File: config.mk
export PLATFORM = sky130hd
export DESIGN_NAME = avalon_sram_arbiter
export DESIGN_NICKNAME = d
export VERILOG_FILES = /design/src/rtl/sram_arb_pkg.sv /design/src/rtl/sram_arb_rdtag_pipe.sv /design/src/rtl/avalon_sram_arbiter.sv
export SDC_FILE = /design/constraint.sdc
export NUM_CORES = 1
export LEC_CHECK = 0
export CORE_ASPECT_RATIO = 0.6
export CORE_UTILIZATION = 21
export DETAILED_ROUTE_END_ITERATION = 10
export PLACE_DENSITY_LB_ADDON = 0.05
export SLEW_MARGIN = 40
export SYNTH_ARGS = -nofsm -noshare
export SYNTH_HDL_FRONTEND = slang
export SYNTH_HIERARCHICAL = 1
export SYNTH_SLANG_ARGS = --single-unit
File: constraint.sdc
create_clock -name clk -period 2.2 [get_ports clk]
set_input_delay 0.44 -clock clk [delete_from_list [all_inputs] [get_ports clk]]
set_output_delay 0.44 -clock clk [all_outputs]
set_load 0.03 [all_outputs]
File: src/rtl/sram_arb_pkg.sv
// Shared types for the two-port SRAM arbiter: arbitration mode, port id and
// the read-return tag carried alongside each downstream read.
package sram_arb_pkg;

    typedef enum logic {
        ARB_FIXED = 1'b0,
        ARB_RR    = 1'b1
    } arb_mode_e;

    typedef logic port_id_t;

    typedef struct packed {
        logic     valid;
        port_id_t id;
    } rd_tag_t;

    localparam port_id_t PORT0 = 1'b0;
    localparam port_id_t PORT1 = 1'b1;

    function automatic port_id_t other_port(input port_id_t p);
        return port_id_t'(~p);
    endfunction

endpackage

File: src/rtl/sram_arb_rdtag_pipe.sv
// Fixed-depth shift pipe of read tags; its head lines up with the controller's
// read-data-valid exactly RD_LAT cycles after the read was issued.
module sram_arb_rdtag_pipe
    import sram_arb_pkg::*;
#(
    parameter int unsigned RD_LAT = 1
) (
    input  logic    clk,
    input  logic    reset_n,
    input  rd_tag_t push_tag,
    output rd_tag_t head_tag
);

    rd_tag_t [RD_LAT-1:0] stage_reg;
    rd_tag_t [RD_LAT-1:0] stage_next;

    genvar gi;
    generate
        for (gi = 0; gi < int'(RD_LAT); gi++) begin : g_stage
            if (gi == 0) begin : g_first
                assign stage_next[gi] = push_tag;
            end else begin : g_rest
                assign stage_next[gi] = stage_reg[gi-1];
            end
        end
    endgenerate

    always_ff @(posedge clk or negedge reset_n) begin
        if (!reset_n) begin
            stage_reg <= '0;
        end else begin
            stage_reg <= stage_next;
        end
    end

    assign head_tag = stage_reg[RD_LAT-1];

endmodule

File: src/rtl/avalon_sram_arbiter.sv
// Two-master Avalon-MM arbiter in front of one SRAM controller: zero-cycle
// grant, one command per cycle, read data steered back by a tag pipe.
module avalon_sram_arbiter
    import sram_arb_pkg::*;
#(
    parameter int AW         = 18,
    parameter int DW         = 16,
    parameter int RD_LAT     = 1,
    parameter int ARB_MODE   = 0,
    parameter int STARVE_MAX = 8
) (
    input  logic            clk,
    input  logic            reset_n,

    input  logic            p0_read,
    input  logic            p0_write,
    input  logic [AW-1:0]   p0_address,
    input  logic [DW-1:0]   p0_writedata,
    input  logic [DW/8-1:0] p0_byteenable,
    output logic            p0_waitrequest,
    output logic [DW-1:0]   p0_readdata,
    output logic            p0_readdatavalid,

    input  logic            p1_read,
    input  logic            p1_write,
    input  logic [AW-1:0]   p1_address,
    input  logic [DW-1:0]   p1_writedata,
    input  logic [DW/8-1:0] p1_byteenable,
    output logic            p1_waitrequest,
    output logic [DW-1:0]   p1_readdata,
    output logic            p1_readdatavalid,

    output logic            m_read,
    output logic            m_write,
    output logic [AW-1:0]   m_address,
    output logic [DW-1:0]   m_writedata,
    output logic [DW/8-1:0] m_byteenable,
    input  logic [DW-1:0]   m_readdata,
    input  logic            m_readdatavalid
);

    localparam int        CW         = (STARVE_MAX < 1) ? 1 : $clog2(STARVE_MAX + 1);
    localparam logic [CW-1:0] STARVE_LIM = CW'(STARVE_MAX);
    localparam arb_mode_e MODE       = (ARB_MODE == 1) ? ARB_RR : ARB_FIXED;

    logic          req0;
    logic          req1;
    logic          gnt0;
    logic          gnt1;
    logic          any_gnt;
    port_id_t      gnt_id;
    logic          sel_read;
    logic          sel_write;
    logic [CW-1:0] starve_cnt_reg;
    logic [CW-1:0] starve_cnt_next;
    port_id_t      rr_ptr_reg;
    port_id_t      rr_ptr_next;
    rd_tag_t       push_tag;
    rd_tag_t       head_tag;
    logic [1:0]    rdv_vec;

    assign req0 = p0_read | p0_write;
    assign req1 = p1_read | p1_write;

    // Grant is purely combinational so an uncontended request is accepted in its first cycle.
    always_comb begin
        gnt0 = 1'b0;
        gnt1 = 1'b0;
        if (MODE == ARB_RR) begin
            if (req0 && req1) begin
                gnt1 = (rr_ptr_reg == PORT1);
                gnt0 = !gnt1;
            end else begin
                gnt0 = req0;
                gnt1 = req1;
            end
        end else begin
            gnt1 = req1 && (!req0 || (starve_cnt_reg == STARVE_LIM));
            gnt0 = req0 && !gnt1;
        end
        if (!reset_n) begin
            gnt0 = 1'b0;
            gnt1 = 1'b0;
        end
    end

    assign any_gnt = gnt0 | gnt1;
    assign gnt_id  = gnt1 ? PORT1 : PORT0;

    assign p0_waitrequest = !reset_n || (req0 && !gnt0);
    assign p1_waitrequest = !reset_n || (req1 && !gnt1);

    // A command with both read and write set is treated as a write.
    always_comb begin
        sel_read     = gnt1 ? p1_read       : p0_read;
        sel_write    = gnt1 ? p1_write      : p0_write;
        m_address    = gnt1 ? p1_address    : p0_address;
        m_writedata  = gnt1 ? p1_writedata  : p0_writedata;
        m_byteenable = gnt1 ? p1_byteenable : p0_byteenable;
        m_write      = any_gnt && sel_write;
        m_read       = any_gnt && sel_read && !sel_write;
    end

    always_comb begin
        starve_cnt_next = starve_cnt_reg;
        if (!req1 || gnt1) begin
            starve_cnt_next = '0;
        end else if (starve_cnt_reg != STARVE_LIM) begin
            starve_cnt_next = starve_cnt_reg + CW'(1);
        end
        rr_ptr_next = any_gnt ? other_port(gnt_id) : rr_ptr_reg;
    end

    always_ff @(posedge clk or negedge reset_n) begin
        if (!reset_n) begin
            starve_cnt_reg <= '0;
            rr_ptr_reg     <= PORT0;
        end else begin
            starve_cnt_reg <= starve_cnt_next;
            rr_ptr_reg     <= rr_ptr_next;
        end
    end

    assign push_tag = '{valid: m_read, id: gnt_id};

    sram_arb_rdtag_pipe #(
        .RD_LAT (RD_LAT)
    ) u_rdtag_pipe (
        .clk      (clk),
        .reset_n  (reset_n),
        .push_tag (push_tag),
        .head_tag (head_tag)
    );

    // Data fans out to both ports; only the tagged port sees valid.
    genvar gi;
    generate
        for (gi = 0; gi < 2; gi++) begin : g_ret
            assign rdv_vec[gi] = head_tag.valid && m_readdatavalid &&
                                 (head_tag.id == port_id_t'(gi));
        end
    endgenerate

    assign p0_readdatavalid = rdv_vec[0];
    assign p1_readdatavalid = rdv_vec[1];
    assign p0_readdata      = m_readdata;
    assign p1_readdata      = m_readdata;

    a_p0_rw_exclusive: assert property (@(posedge clk) disable iff (!reset_n)
        !(p0_read && p0_write));
    a_p1_rw_exclusive: assert property (@(posedge clk) disable iff (!reset_n)
        !(p1_read && p1_write));
    a_tag_matches_valid: assert property (@(posedge clk) disable iff (!reset_n)
        head_tag.valid == m_readdatavalid);

endmodule

==> flow_metrics.py <==
metrics = {
    "final_layout": {
        "layout.nets": 321,
        "stdcell_area_mm2": 0.00257,
        "drive_gt1_share_pct": 48.6,
        "final.fill_count": 424,
        "largest_reg_flops": 4,
        "antenna_cells": 0,
        "syn_to_final_growth_pct": 138,
    },
    "floorplanning": {
        "die_w_um": 94.6,
        "die_h_um": 57.6,
        "dieArea_mm2": 0.00545,
        "ioPinCount": 169,
        "start_util_pct": 22.7,
        "coreArea_mm2": 0.00475,
        "rows": 19,
    },
    "synth": {
        "synth_fa_ha_area_share_pct": 2.31,
        "synth_area_per_cell_um2": 9.40,
        "synth_top_cell_by_area": "mux2_2",
        "yosys_most_used_dff": "dfrtp_1",
        "yosysWarnings": 6,
        "yosys.area_share.simple_pct": 8.22,
        "synth_xor_area_share_pct": 1.62,
        "async_flop_share_pct": 100,
        "synth_top_cell_area_share_pct": 33.3,
        "synth_mux_area_share_pct": 37.5,
        "synth.top_cells.by_area": "mux2_2, buf_4, dfrtp_1",
        "synth.distinct_cells": 24,
        "ys_top_cells_by_count": "buf_4, mux2_2, dfrtp_1, inv_1, nor2_1",
        "syn_nets": 212,
        "syn_area_mm2": 0.00108,
        "synth_edf_count": 0,
        "synth-compound-area-share_pct": 8.33,
        "synth_cells": 115,
        "synth_top_family_by_area": "multiplexers",
        "ys_seq_area_share_pct": 13.9,
        "ys_seq_elements": 6,
    },
    "detailed_routing": {
        "drcViolationCount": 0,
        "vias": 1283,
        "drt_first_pass_iters": 2,
        "drt_wl_total_mm": 4.96,
        "post_drt_wl_per_cell_um": 17.4,
        "drtAntennaViolNets": 0,
        "drtIter0Drc": 58,
        "drt-vias-per-instance": 4.50,
    },
    "clock_network": {
        "cts.sinks": 6,
        "insertion_delay_ns": 0.23,
        "clock_path_buffers": 2,
        "cts-root-buf": "clkbuf_8",
        "htreeDepth": 1,
        "cts-buffers-inserted": 3,
        "clk_pin_slew_ns": 0.04,
        "cts_tree": "done",
    },
    "timing": {
        "tightest_slew_ns": 0.311,
        "tns_ns": -6.41,
        "hold_ws_ns": 0.600,
        "hold_viol": 0,
        "finalCriticalPeriod_ns": 2.40,
        "rsz0062_at_grt": "true",
        "setup_violations": 37,
        "skew_ns": 0.00166,
        "fin_crit_sh_pct": 109,
        "slew_violations": 0,
        "relSlewSlack_pct": 79.2,
        "setup_slack_ns": -0.197,
        "fmax_mhz": 417,
    },
    "worst_setup_path": {
        "timing.rr.start": "starve_cnt_reg[0]",
        "max_stage_delay_ns": 0.33,
        "rr_worst_depth": 7,
        "crit_fanout": 7,
        "path_delay_family": "buffers and inverters",
        "cp.arrival_ns": 1.96,
        "cp.depth": 8,
        "cp_cell_sequence": "inv_1 > ha_4 > and3b_2 > o221ai_4 > buf_6 > buf_12 > mux2_4 > buf_6",
        "rrSetupSlack_ns": 0.60,
        "crit_slowest_cell": "dfrtp_1",
        "path_buf_inv": 4,
        "endpoint_kind": "output port",
        "crit_path_frequent_cell": "buf_6",
        "crit_type": "flip-flop to output port",
        "rr_endpoint": "starve_cnt_reg[3]",
        "startpoint_type": "flip-flop",
        "required_ns": 1.76,
    },
    "status": {
        "outcome": "finished with violations",
        "violations": "negative setup slack",
    },
    "placement": {
        "placed_area_mm2": 0.00216,
        "gp_congestion": 0.743,
        "io_buffers": 120,
        "post-dp-hpwl_mm": 3.67,
    },
    "grt": {
        "grt_overflow": 0,
        "grt_max_degree": 13,
        "antenna_found_initial": 0,
        "grt_pass1_wl_mm": 7.15,
        "grt.total_usage_pct": 17.7,
        "grt_pass1_vias": 1441,
    },
    "pwr": {
        "power.leakage_nw": 1.28,
        "ir_drop_v": 0.000203,
        "power_density_mw_per_mm2": 438,
        "total_power_mw": 1.13,
    },
    "job": {
        "cap_violations": 0,
    },
    "hold_path": {
        "hold_class": "input port to asynchronous set/reset pin",
    },
}
## per-stage QoR
stage | worst slack (ns) | utilization, % | instances
floorplan | -0.0498 | - | 115
global placement | -0.694 | 45.3 | 274
detailed placement | -0.717 | 45.3 | 274
CTS | -0.301 | 54.7 | 286
global route | -0.266 | 54.1 | 285
finish | -0.197 | 54.1 | 285
## power breakdown
group          internal (mW)  switching, mW  total, mW
clock                  0.118         0.0582      0.177
sequential             0.139         0.0140      0.153
combinational          0.462          0.334      0.796
total                  0.719          0.406       1.13
## placed cells by master, fill, tap and decap left out, types with 3 or more instances in the layout
cell type and count:
a21oi_1 3, buf_4 13, nor2_1 4, o21ai_0 3, nand2_1 3, inv_1 4
dfrtp_1 6, dlymetal6s2s_1 3, clkbuf_8 3, clkdlybuf4s50_1 75, buf_12 3, buf_8 3
mux2_4 36, buf_6 41
## layout make-up
cell class / count / area (µm²) / area share (%)
timing repair buffer: 140 / 1490 / 57.9
multi-input combinational: 68 / 793 / 30.9
tap: 63 / 78.8 / 3.07
sequential: 6 / 150 / 5.84
inverter: 5 / 18.8 / 0.730
clock buffer: 3 / 41.3 / 1.61
## logic make-up after synthesis
family,Yosys count
multiplexers,36
AO/OA/AOI/OAI,11
flip-flops,6
XOR/XNOR,2
adder cells (fa/ha/maj),2
AND/OR/NAND/NOR,17
buffers and inverters,41
## layer usage
layer / track usage (%) / share of wire [%] / vias up
met4: 4.33 / 1.5 / 0
met3: 3.87 / 6.9 / 14
met2: 35.4 / 56 / 66
met1: 18.8 / 36 / 618
met5: 0 / 0 / -
li1: - / - / 585
## worst max-delay path by stage
stage	from	to
6_report	starve_cnt_reg[0]	m_writedata[12]
5_1_grt	starve_cnt_reg[1]	m_address[14]
4_1_cts	starve_cnt_reg[0]	m_address[1]
3_5_place_dp	p0_write	m_address[16]
3_3_place_gp	p0_write	m_address[16]
2_1_floorplan	starve_cnt_reg[0]	m_address[0]
## repair_timing
| action | 4_1_cts | 5_1_grt |
|---|---|---|
| gates cloned | 4 | 0 |
| endpoints found under the setup margin | 37 | 39 |
| hold buffers | 0 | 0 |
| gates resized for setup | 251 | 11 |
| pin swaps | 3 | 4 |
| buffers inserted | 5 | 2 |
Power figures use the tool's default switching activity.
==> patch: new RTL, same flow settings <==
The parameter `AW` goes from 18 to 9.
--- a/src/rtl/avalon_sram_arbiter.sv
+++ b/src/rtl/avalon_sram_arbiter.sv
@@ -3,7 +3,7 @@
 module avalon_sram_arbiter
     import sram_arb_pkg::*;
 #(
-    parameter int AW         = 18,
+    parameter int AW         = 9,
     parameter int DW         = 16,
     parameter int RD_LAT     = 1,
     parameter int ARB_MODE   = 0,
Ports: changed (resized m_address, p0_address and p1_address); port bits go from 169 to 142. The function was not compared with the original's and may differ.
==> patch against the unedited design <==
- the flow still finishes with violations (setup timing)
- power fell by 18%
- final area fell by 20%
- sequential cell count stayed put
- highest routed layer unchanged
- worst setup slack gained 19 ps
- synthesized area shrank 1.5%
- wire length shrank 27%
- largest cell class unchanged
- largest power group unchanged
- combinational power down 24%
==> patch: results (changes against the unedited design) <==
Parameter                              Value

Timing
  Final Setup Violations ... 27 (-27%)
  Transition time at the pin with the least slew margin ... 385.6 ps (+75.06 ps)
  Worst clock skew on the final layout ... 2.078 ps (+0.4160 ps)
  Fin worst setup slack ... -178.0 ps (+18.68 ps)

Synth
  Portion of netlist area occupied by mux cells ... 35.25% (-2.2 points)
  Number of distinct library cell variants in the gate-level netlist after synthesis ... 25 (+4.2%)
  Synthesized net count ... 184 (-13%)
  Gate count of the mapped netlist ... 105 (-8.7%)

Power and ir drop
  Leakage power of the design ... 0.9161 nW (-29%)
  Power per cell area ... 450.6 nW/µm² (+3.0%)
  Power consumed by the clock network ... 0.168 mW (-5%)
  Combinational-cell power consumption ... 0.606 mW (-24%)

Global route
  Met1 Resource Use GR ... 15.86% (-3.0 points)
  Wire length of the first global-routing pass ... 5382 µm (-25%)
  Met2 capacity usage during global routing ... 21.58% (-14 points)
  GRT Resource Usage Total ... 13.14% (-4.6 points)

Drt
  Wl on met1 ... 1466 µm (-18%)
  Met2 WL post-DR ... 1693 µm (-39%)
  Average routed wire per standard cell ... 14.78 µm (-15%)
  Number of DRC markers in iteration 0 ... 22 (-62%)
  Final WL ... 3620 µm (-27%)

Setup path
  Crit Path Max Fanout ... 5 (-2)
  Delay of the slowest critical-path stage ... 360 ps (+30 ps)

Run status
  Status ... finished with violations
  Violations in the final reports ... setup timing

Placement
  Post-place setup slack ... -669.2 ps (+47.80 ps)
  Post-place instance area ... 1867 µm² (-13%)
  Final HPWL DP ... 3040 µm (-17%)
  Last weighted congestion value of the routability-driven placer ... 0.7770 (+4.6%)

Layout
  Layout fillers ... 464 (+9.4%)

CTS
  # Post-CTS Setup Buffers ... 2 (-3)
-- patch: area by class of cell --
| cell class | instances | area (µm²) | share of cell area [%] |
|---|---|---|---|
| Timing Repair Buffer | 111 | 1144 | 55.77 |
| Inverter | 4 | 15.01 | 0.7322 |
| Tap cell | 63 | 78.83 | 3.844 |
| Multi-Input combinational cell | 58 | 621.8 | 30.32 |
| Sequential cell | 6 | 150.1 | 7.322 |
| Clock buffer | 3 | 41.29 | 2.013 |
-- patch: final timing paths --
path | to | slack (ps) | cells past startpoint
setup / recovery | m_writedata[1] | -180 | 8
hold / removal | starve_cnt_reg[2] | 630 | 2
setup reg to reg | starve_cnt_reg[1] | 750 | 6
hold reg to reg | starve_cnt_reg[2] | 670 | 3
max in group asynchronous | starve_cnt_reg[3] | 1420 | 2
min in group clk | starve_cnt_reg[2] | 670 | 3
